===== src/rtl/tank_motion.sv =====
// tank_motion: per-frame motion stage for one tank.
//   Owns the heading index (AngleI -> sin/cos lookup), integrates a 10.4
//   fixed-point X/Y position from the returned magnitudes, and checks each
//   candidate position with the wall checker over a req/ack handshake.
// Ports:
//   Clk, Reset               clock, synchronous active-high reset
//   frame_tick               one-cycle pulse per video frame
//   rot_left/rot_right       rotate keys; fwd/back drive keys
//   sin, cos                 unsigned magnitudes (16 = 1.0) for AngleI
//   AngleI                   heading index 0..44 (8 degrees per step)
//   PosX, PosY               registered integer pixel position
//   wall_req/wall_x/wall_y   candidate request to the wall checker
//   wall_ack/wall_hit        checker result (hit valid with ack)
//   busy                     high whenever the FSM is not idle
// Optional feature: define TANK_MOTION_SLIDE_EN to retry a blocked move as
//   X-only, then Y-only, so the tank slides along walls.
module tank_motion #(
  parameter int INIT_X      = 320,
  parameter int INIT_Y      = 240,
  parameter int INIT_ANGLE  = 0,
  parameter int ROT_DIV     = 2,
  parameter int SPEED_SHIFT = 0,
  parameter int X_MAX       = 639,
  parameter int Y_MAX       = 479
) (
  input  logic       Clk,
  input  logic       Reset,
  input  logic       frame_tick,
  input  logic       rot_left,
  input  logic       rot_right,
  input  logic       fwd,
  input  logic       back,
  input  logic [7:0] sin,
  input  logic [7:0] cos,
  output logic [5:0] AngleI,
  output logic [9:0] PosX,
  output logic [9:0] PosY,
  output logic       wall_req,
  output logic [9:0] wall_x,
  output logic [9:0] wall_y,
  input  logic       wall_ack,
  input  logic       wall_hit,
  output logic       busy
);

  localparam int              RW        = (ROT_DIV > 1) ? $clog2(ROT_DIV) : 1;
  localparam logic [RW-1:0]   ROT_LAST  = RW'(ROT_DIV - 1);
  localparam logic [13:0]     X_MAX_FP  = 14'(X_MAX << 4);
  localparam logic [13:0]     Y_MAX_FP  = 14'(Y_MAX << 4);
  localparam logic [5:0]      ANGLE_TOP = 6'd44;

  typedef enum logic [2:0] {S_IDLE, S_ROT, S_CALC, S_REQ, S_COMMIT} state_t;

  state_t          state_q, state_d;
  logic [13:0]     x_q, x_d, y_q, y_d;
  logic [13:0]     cx_q, cx_d, cy_q, cy_d;
  logic [5:0]      angle_q, angle_d;
  logic [RW-1:0]   rot_cnt_q, rot_cnt_d;
  logic            hit_q, hit_d;
  logic [1:0]      try_q, try_d;

  logic            cos_neg, sin_neg, fwd_only, back_only, x_sub, y_sub;
  logic signed [15:0] step_x, step_y, sum_x, sum_y;
  logic [13:0]     cand_x, cand_y;

  // Negative results clamp to 0, overshoot clamps to the screen edge.
  function automatic logic [13:0] clamp(input logic signed [15:0] v,
                                        input logic [13:0] maxv);
    if (v < 0)                          return 14'd0;
    else if (v > $signed({2'b00, maxv})) return maxv;
    else                                 return v[13:0];
  endfunction

  always_comb begin
    cos_neg   = (angle_q >= 6'd12) && (angle_q <= 6'd33);
    sin_neg   = (angle_q >= 6'd23);
    fwd_only  = fwd & ~back;
    back_only = back & ~fwd;
    step_x    = $signed({8'd0, cos} << SPEED_SHIFT);
    step_y    = $signed({8'd0, sin} << SPEED_SHIFT);
    // X moves by +dir*scos*step; reversing the drive flips the sign.
    x_sub     = back_only ^ cos_neg;
    // Y moves by -dir*ssin*step (screen Y grows downward).
    y_sub     = (back_only == sin_neg);
    sum_x     = $signed({2'b00, x_q}) + (x_sub ? -step_x : step_x);
    sum_y     = $signed({2'b00, y_q}) + (y_sub ? -step_y : step_y);
  end

  // Candidate presented to the wall checker and committed on a clear ack.
  always_comb begin
    cand_x = cx_q;
    cand_y = cy_q;
`ifdef TANK_MOTION_SLIDE_EN
    case (try_q)
      2'd0:    begin cand_x = cx_q; cand_y = cy_q; end
      2'd1:    begin cand_x = cx_q; cand_y = y_q;  end
      default: begin cand_x = x_q;  cand_y = cy_q; end
    endcase
`endif
  end

  always_comb begin
    state_d   = state_q;
    x_d       = x_q;
    y_d       = y_q;
    cx_d      = cx_q;
    cy_d      = cy_q;
    angle_d   = angle_q;
    rot_cnt_d = rot_cnt_q;
    hit_d     = hit_q;
    try_d     = try_q;
    case (state_q)
      S_IDLE: if (frame_tick) state_d = S_ROT;
      S_ROT: begin
        if (rot_left ^ rot_right) begin
          if (rot_cnt_q == ROT_LAST) begin
            rot_cnt_d = '0;
            if (rot_left) angle_d = (angle_q == ANGLE_TOP) ? 6'd0 : angle_q + 6'd1;
            else          angle_d = (angle_q == 6'd0) ? ANGLE_TOP : angle_q - 6'd1;
          end else begin
            rot_cnt_d = rot_cnt_q + RW'(1);
          end
        end else begin
          rot_cnt_d = '0;
        end
        // Extra cycle lets the lookup settle on the new heading.
        state_d = S_CALC;
      end
      S_CALC: begin
        if (fwd_only | back_only) begin
          cx_d    = clamp(sum_x, X_MAX_FP);
          cy_d    = clamp(sum_y, Y_MAX_FP);
          try_d   = 2'd0;
          state_d = S_REQ;
        end else begin
          state_d = S_IDLE;
        end
      end
      S_REQ: begin
        if (wall_ack) begin
          hit_d   = wall_hit;
          state_d = S_COMMIT;
        end
      end
      S_COMMIT: begin
        state_d = S_IDLE;
        if (!hit_q) begin
          x_d = cand_x;
          y_d = cand_y;
        end
`ifdef TANK_MOTION_SLIDE_EN
        else if (try_q != 2'd2) begin
          try_d   = try_q + 2'd1;
          state_d = S_REQ;
        end
`endif
      end
      default: state_d = S_IDLE;
    endcase
  end

  always_ff @(posedge Clk) begin
    if (Reset) begin
      state_q   <= S_IDLE;
      x_q       <= 14'(INIT_X << 4);
      y_q       <= 14'(INIT_Y << 4);
      cx_q      <= 14'(INIT_X << 4);
      cy_q      <= 14'(INIT_Y << 4);
      angle_q   <= 6'(INIT_ANGLE);
      rot_cnt_q <= '0;
      hit_q     <= 1'b0;
      try_q     <= 2'd0;
    end else begin
      state_q   <= state_d;
      x_q       <= x_d;
      y_q       <= y_d;
      cx_q      <= cx_d;
      cy_q      <= cy_d;
      angle_q   <= angle_d;
      rot_cnt_q <= rot_cnt_d;
      hit_q     <= hit_d;
      try_q     <= try_d;
    end
  end

  assign AngleI   = angle_q;
  assign PosX     = x_q[13:4];
  assign PosY     = y_q[13:4];
  assign wall_req = (state_q == S_REQ);
  assign wall_x   = cand_x[13:4];
  assign wall_y   = cand_y[13:4];
  assign busy     = (state_q != S_IDLE);

endmodule


===== config.mk =====
export PLATFORM = sky130hd
export DESIGN_NAME = tank_motion
export DESIGN_NICKNAME = d
export VERILOG_FILES = /design/src/rtl/tank_motion.sv
export SDC_FILE = /design/constraint.sdc
export NUM_CORES = 1
export LEC_CHECK = 0
export ABC_AREA = 1
export CAP_MARGIN = 20
export CORE_AREA = 2 2 130 132
export CTS_CLUSTER_SIZE = 16
export DETAILED_ROUTE_END_ITERATION = 12
export DIE_AREA = 0 0 132 134
export SLEW_MARGIN = 20
export SYNTH_ARGS = -nofsm -noshare
export SYNTH_HDL_FRONTEND = slang
export SYNTH_SLANG_ARGS = --single-unit

===== constraint.sdc =====
create_clock -name Clk -period 4.8 [get_ports Clk]
set_clock_uncertainty 0.1 [all_clocks]
set_input_delay 0.96 -clock Clk [delete_from_list [all_inputs] [get_ports Clk]]
set_output_delay 0.96 -clock Clk [all_outputs]
set_load 0.01 [all_outputs]

==> results_dict.tcl, run 1 <==
set metrics [dict create \
    rows 47 \
    rr_worst_depth 25 \
    die_w_um 132 \
    cpMaxStageDelayCell "clkdlybuf4s50_1" \
    cp_top_family "simple AND/OR/NAND/NOR gates" \
    slew_headroom 0.377 \
    synth-seq-cells 67 \
    peakVddDrop_mv 0.131 \
    rsz0062_at_grt "no" \
    synth_seq_area_share 0.256 \
    wire_per_inst_um 13.2 \
    synth_area_um2 5240 \
    area_delta_synth_final_pct 19.3 \
    port_buffers 72 \
    required_ns 4.96 \
    grt_pass1_vias 4655 \
    synth.net_count 854 \
    cts_tree "yes" \
    cts.clk_slew.worst_paths_ns 0.06 \
    grt_pass1_wl_mm 23.1 \
    nets 890 \
    synthFlopType "dfxtp_1" \
    critical_path_buf_inv_count 4 \
    start_util 0.322 \
    core-area_um2 16300 \
    ys_warn_count 0 \
    synth_edf_count 0 \
    routed_wl_mm 13.8 \
    synth_common_cells "nand2_1, inv_1, nor2_1" \
    synth_area_leaders "dfxtp_1, nand2_1, ha_1" \
    critPathLaunchType "input pin" \
    tns_ns 0 \
    worstPathCellList "clkdlybuf4s50_1 -> nor2_1 -> inv_1 -> nor4_1 -> nor3b_2 -> ha_1 -> nand2_1 -> o21ai_0 -> ha_1 -> nand2_1 -> inv_2 -> nand2_1 -> nand2_1 -> a21oi_1 -> a21oi_1 -> o21ai_2 -> xor2_2 -> nand2_2 -> inv_2 -> nand2_1 -> a21oi_1" \
    r2r_end "cand_x[6]$_SDFFE_PP0P_" \
    gp_congestion 0.923 \
    diodes 0 \
    worstPathMaxFanout 7 \
    clock_sinks 67 \
    whs_ns 0.358 \
    die_h_um 134 \
    antenna_found_initial 0 \
    worst_skew_pair.late_latency_ns 0.33 \
    dr.pass1.iters 4 \
    end_kind "flip-flop" \
    setup_violations 0 \
    finish.utilization 0.384 \
    cts_buffers 9 \
    drtIter0Drc 355 \
    clk_path_buf_depth 2 \
    syn_avg_cell_area_um2 6.65 \
    p_per_area_nw_per_um2 263 \
    vias_per_cell 4.68 \
    fin_crit_sh 0.894 \
    hpwl_mm 10.8 \
    min_period_ns 4.29 \
    yosysMostFrequentCell "nand2_1" \
    crit_arrival_ns 4.45 \
    cts_root_buf "clkbuf_16" \
    drive_above_1_share 0.0797 \
    synth_cell_types 43 \
    vias 4903 \
    grt_max_degree 35 \
    grt.total_usage 0.159 \
    tightest_slew_ns 0.933 \
    drc 0 \
    fin_area_um2 6250 \
    crit_path_frequent_cell "nand2_1" \
    reg2reg_slack_ns 0.86 \
    die_area_um2 17700 \
    final-hold-violation-count 0 \
    fmax_mhz 233 \
    status "finished clean" \
    yosys.area.top_type "dfxtp_1" \
    drv_slew 0 \
    crit_end "cand_x[6]$_SDFFE_PP0P_" \
    cts.htree.levels 3 \
    drv_cap 0 \
    synth_cells 788 \
    worstSetupStartpoint "cos[2]" \
    grt-ovfl-total 0 \
    critPathKind "in2reg" \
    ant_nets 0 \
    synthArstFlopShare 0 \
    dpl_cell_area_um2 5930 \
    hold_path.class "reg2reg" \
    cp.depth 21 \
    ios 73 \
    r2r-start "AngleI[0]$_SDFFE_PP0P_" \
    leakagePower_uw 0.00283 \
    cpPeakStageDelay_ns 0.47 \
    netlist.area_leader.share 0.256 \
]
[cell type report]
class | count | area [µm²]
Timing Repair Buffer | 83 | 823
Clock buffer | 11 | 243
Sequential cell | 67 | 1340
Tap cell | 220 | 275
Clock inverter | 4 | 51.3
Multi-Input combinational cell | 570 | 3170
Inverter | 93 | 350
Fill cell | 1781 | 10000
[report_power, final]
group | leakage [µW] | switching, µW | internal [µW] | total [µW]
combinational | 0.00215 | 230 | 153 | 383
sequential | 0.000542 | 17.6 | 575 | 592
clock | 0.000142 | 253 | 414 | 666
total | 0.00283 | 501 | 1140 | 1640
[layer usage]
layer  global-route usage  part of all wire  up-vias
met5                    0                 0        -
met4               0.0586             0.022        0
met3               0.0208             0.032       19
met2                0.271              0.47       82
met1                0.207              0.47     2201
li1                     -                 -     2601
[tightest hold or removal path, delay by kind of cell (launching register included)]
kind | cells | cell delay, ns
buf+inv | 1 | 0.06
compound gates | 1 | 0.05
flops | 1 | 0.30
[stage by stage]
step                      setup WS [ns]  power (µW)  instances
after global placement            0.124         982       1032
after floorplan                   0.918         874        788
final                             0.508        1640       1048
after detailed placement         0.0847         983       1032
after global routing             0.0377        1730       1048
after CTS                         0.424        1650       1047
[placed cells by master (no fill, tap or decap), types with 10 or more instances in the layout]
cell             netlist  routed
buf_4                 41      10
clkdlybuf4s50_1        0      72
nand2_1              179     179
xor2_1                19      19
o21ai_0               41      41
nand4_1               13      13
nand2_2               11      11
inv_1                 88      87
a21oi_1               55      55
dfxtp_1               67      67
nor2_1                87      87
ha_1                  39      39
nand3_1               50      50
[logic make-up after synthesis]
group / synth area share
flip-flops: 0.256
XOR/XNOR: 0.0499
adder cells (fa/ha/maj): 0.101
AO/OA/AOI/OAI: 0.148
buffers and inverters: 0.141
AND/OR/NAND/NOR: 0.305
[sequential cells by signal, summed over array words and instances, names as in the netlist]
signal	flops
hit_q	1
cand_y	14
x_q	14
cand_x	14
y_q	14
rot_cnt_q	1
AngleI	6
state_q	3
[how the worst min path moves through the flow]
stage                                       from                endpoint  cells after the start
final                         hit_q$_SDFFE_PP0P_      hit_q$_SDFFE_PP0P_                      2
after global routing      cand_y[3]$_SDFFE_PP0P_  cand_y[3]$_SDFFE_PP0P_                      2
after CTS                     hit_q$_SDFFE_PP0P_      hit_q$_SDFFE_PP0P_                      2
after detailed placement      hit_q$_SDFFE_PP0P_      hit_q$_SDFFE_PP0P_                      2
after global placement        hit_q$_SDFFE_PP0P_      hit_q$_SDFFE_PP0P_                      2
after floorplan               hit_q$_SDFFE_PP0P_      hit_q$_SDFFE_PP0P_                      2
[what timing repair did]
action                                 4_1_cts  5_1_grt
setup endpoints to repair                    0        8
endpoints found under the hold margin        0        0
resized for setup                            0        1
buffers inserted                             0        0
hold buffers                                 0        0
(Power assumes the default switching activity.)
==> run 2, diff against run 1 <==
clock period = 4.75 ns   (was 4.8 ns; I/O delays follow)
==> run 2 against run 1 <==
  * Global-route usage is 0.26 points lower
  * Non-clock buffer count up 1
  * Critical path type unchanged
  * Worst hold slack improved by 0.0049 ns
  * Highest routed layer unchanged
  * Utilization decreased by 0.25 points
  * Final area fell by 0.66%
  * Sequential share of layout area rose by 0.14 points
  * Worst setup slack improved by 0.012 ns
  * Clock power shrank 10%
==> results_dict.tcl, run 2 (same netlist as run 1, synthesis figures left out) <==
set metrics [dict create \
    leakagePower_uw 0.00282 \
    required_ns 4.90 \
    grt-ovfl-total 0 \
    drive_above_1_share 0.0820 \
    dr.pass1.iters 4 \
    grt_pass1_wl_mm 22.7 \
    worst_skew_pair.late_latency_ns 0.32 \
    cts.clk_slew.worst_paths_ns 0.05 \
    dr.max_layer_used "met4" \
    cts.htree.levels 3 \
    cts_tree "yes" \
    worstPathCellList "clkdlybuf4s50_1 -> nor2_1 -> inv_1 -> nor4_1 -> nor3b_1 -> ha_1 -> nand2_1 -> o21ai_0 -> ha_1 -> nand2_1 -> inv_1 -> a21oi_1 -> nand3_1 -> nand2_1 -> nand3_1 -> nor2_1 -> nand2_1 -> nand3_1 -> nand2_1 -> nand2_2 -> nand2_2 -> nand2_1 -> nand2_1 -> a21oi_1" \
    wl_met3_um 471 \
    antenna_found_initial 0 \
    gp_congestion 0.912 \
    end_kind "flip-flop" \
    ctsHoldBuffers 0 \
    cts_root_buf "clkbuf_16" \
    status "finished clean" \
    drtIter0Drc 390 \
    peakVddDrop_mv 0.121 \
    layout_common_cells "nand2_1, inv_1, nor2_1" \
    cpMaxStageDelayCell "clkdlybuf4s50_1" \
    min_period_ns 4.23 \
    cts_buffers 9 \
    setup_violations 0 \
    rows 47 \
    hold_path.class "reg2reg" \
    area_delta_synth_final_pct 18.5 \
    grt.total_usage 0.157 \
    critPathKind "in2reg" \
    rsz0062_at_grt "no" \
    slew_headroom 0.339 \
    vias_per_cell 4.66 \
    die_w_um 132 \
    tns_ns 0 \
    critical_path_buf_inv_count 3 \
    die_area_um2 17700 \
    fmax_mhz 236 \
    diodes 0 \
    die_h_um 134 \
    nets 891 \
    p_per_area_nw_per_um2 254 \
    worstPathMaxFanout 7 \
    crit_arrival_ns 4.38 \
    core-area_um2 16300 \
    setup_slack_ns 0.520 \
    start_util 0.322 \
    vias 4886 \
    cp_top_family "simple AND/OR/NAND/NOR gates" \
    routed_wl_mm 13.4 \
    wl_met1_mm 6.18 \
    wire_per_inst_um 12.8 \
    ant_nets 0 \
    clk_path_buf_depth 2 \
    grt_max_degree 35 \
    ios 73 \
    drv_slew 0 \
    place_ws_ns 0.134 \
    hpwl_mm 10.8 \
    grt_pass1_vias 4698 \
    clock_sinks 67 \
    drc 0 \
    fin_crit_sh 0.891 \
    met2_length_mm 6.53 \
    tightest_slew_ns 0.991 \
    mostFrequentLayoutCell "nand2_1" \
    port_buffers 72 \
    final-hold-violation-count 0 \
    drv_cap 0 \
    cpPeakStageDelay_ns 0.45 \
    crit_path_frequent_cell "nand2_1" \
    critPathLaunchType "input pin" \
]
[run 2: final timing paths]
check        slack (ns)  cells after the start                   start                endpoint
min reg2reg        0.36                      2  cand_y[1]$_SDFFE_PP0P_  cand_y[1]$_SDFFE_PP0P_
max                0.52                     24                  cos[2]  cand_x[6]$_SDFFE_PP0P_
min                0.36                      2  cand_y[1]$_SDFFE_PP0P_  cand_y[1]$_SDFFE_PP0P_
max reg2reg        0.94                     24  AngleI[0]$_SDFFE_PP0P_  cand_x[2]$_SDFFE_PP0P_
[run 2: per-layer routing]
metal | up-vias | track usage
met5 | - | 0
met4 | 0 | 0.0537
met3 | 18 | 0.0268
met2 | 90 | 0.275
met1 | 2178 | 0.194
li1 | 2600 | -
[run 2: layout make-up]
class	count	area, µm²
Sequential cell	67	1340
Clock inverter	6	42.5
Multi-Input combinational cell	570	3170
Clock buffer	9	225
Tap cell	220	275
Inverter	93	350
Timing Repair Buffer	84	811
Fill cell	1764	10100
[run 2: what timing repair did]
action / 4_1_cts / 5_1_grt
endpoints found under the setup margin: 0 / 2
hold endpoints to repair: 0 / 0
buffers inserted: 0 / 0
gates resized for setup: 0 / 1
[run 2: worst reg2reg max path: cells and delay by family, from the launching register on]
kind	cells	cell delay, ns
DFF	1	0.48
adders and majority gates	2	0.59
xor gates and xnor gates	2	0.35
buffers and inverters	3	0.27
and+or+nand+nor	11	1.20
AOI/OAI and AO/OA	6	0.72
[run 2: power by group]
| part | internal [µW] | total, µW | switching, µW |
|---|---|---|---|
| logic | 153 | 381 | 228 |
| registers | 581 | 598 | 17.6 |
| clock network | 350 | 597 | 247 |
| total | 1080 | 1580 | 493 |
[run 2: per-stage QoR]
step	cells	util	instance area [µm²]	hold WS (ns)	power, µW
final	1049	0.381	6210	0.362	1580
after global placement	1034	0.365	5940	0.350	994
after floorplan	788	-	5240	0.330	883
after detailed placement	1034	0.365	5940	0.353	993
after global routing	1049	0.381	6210	0.387	1670
after CTS	1049	0.381	6210	0.362	1600
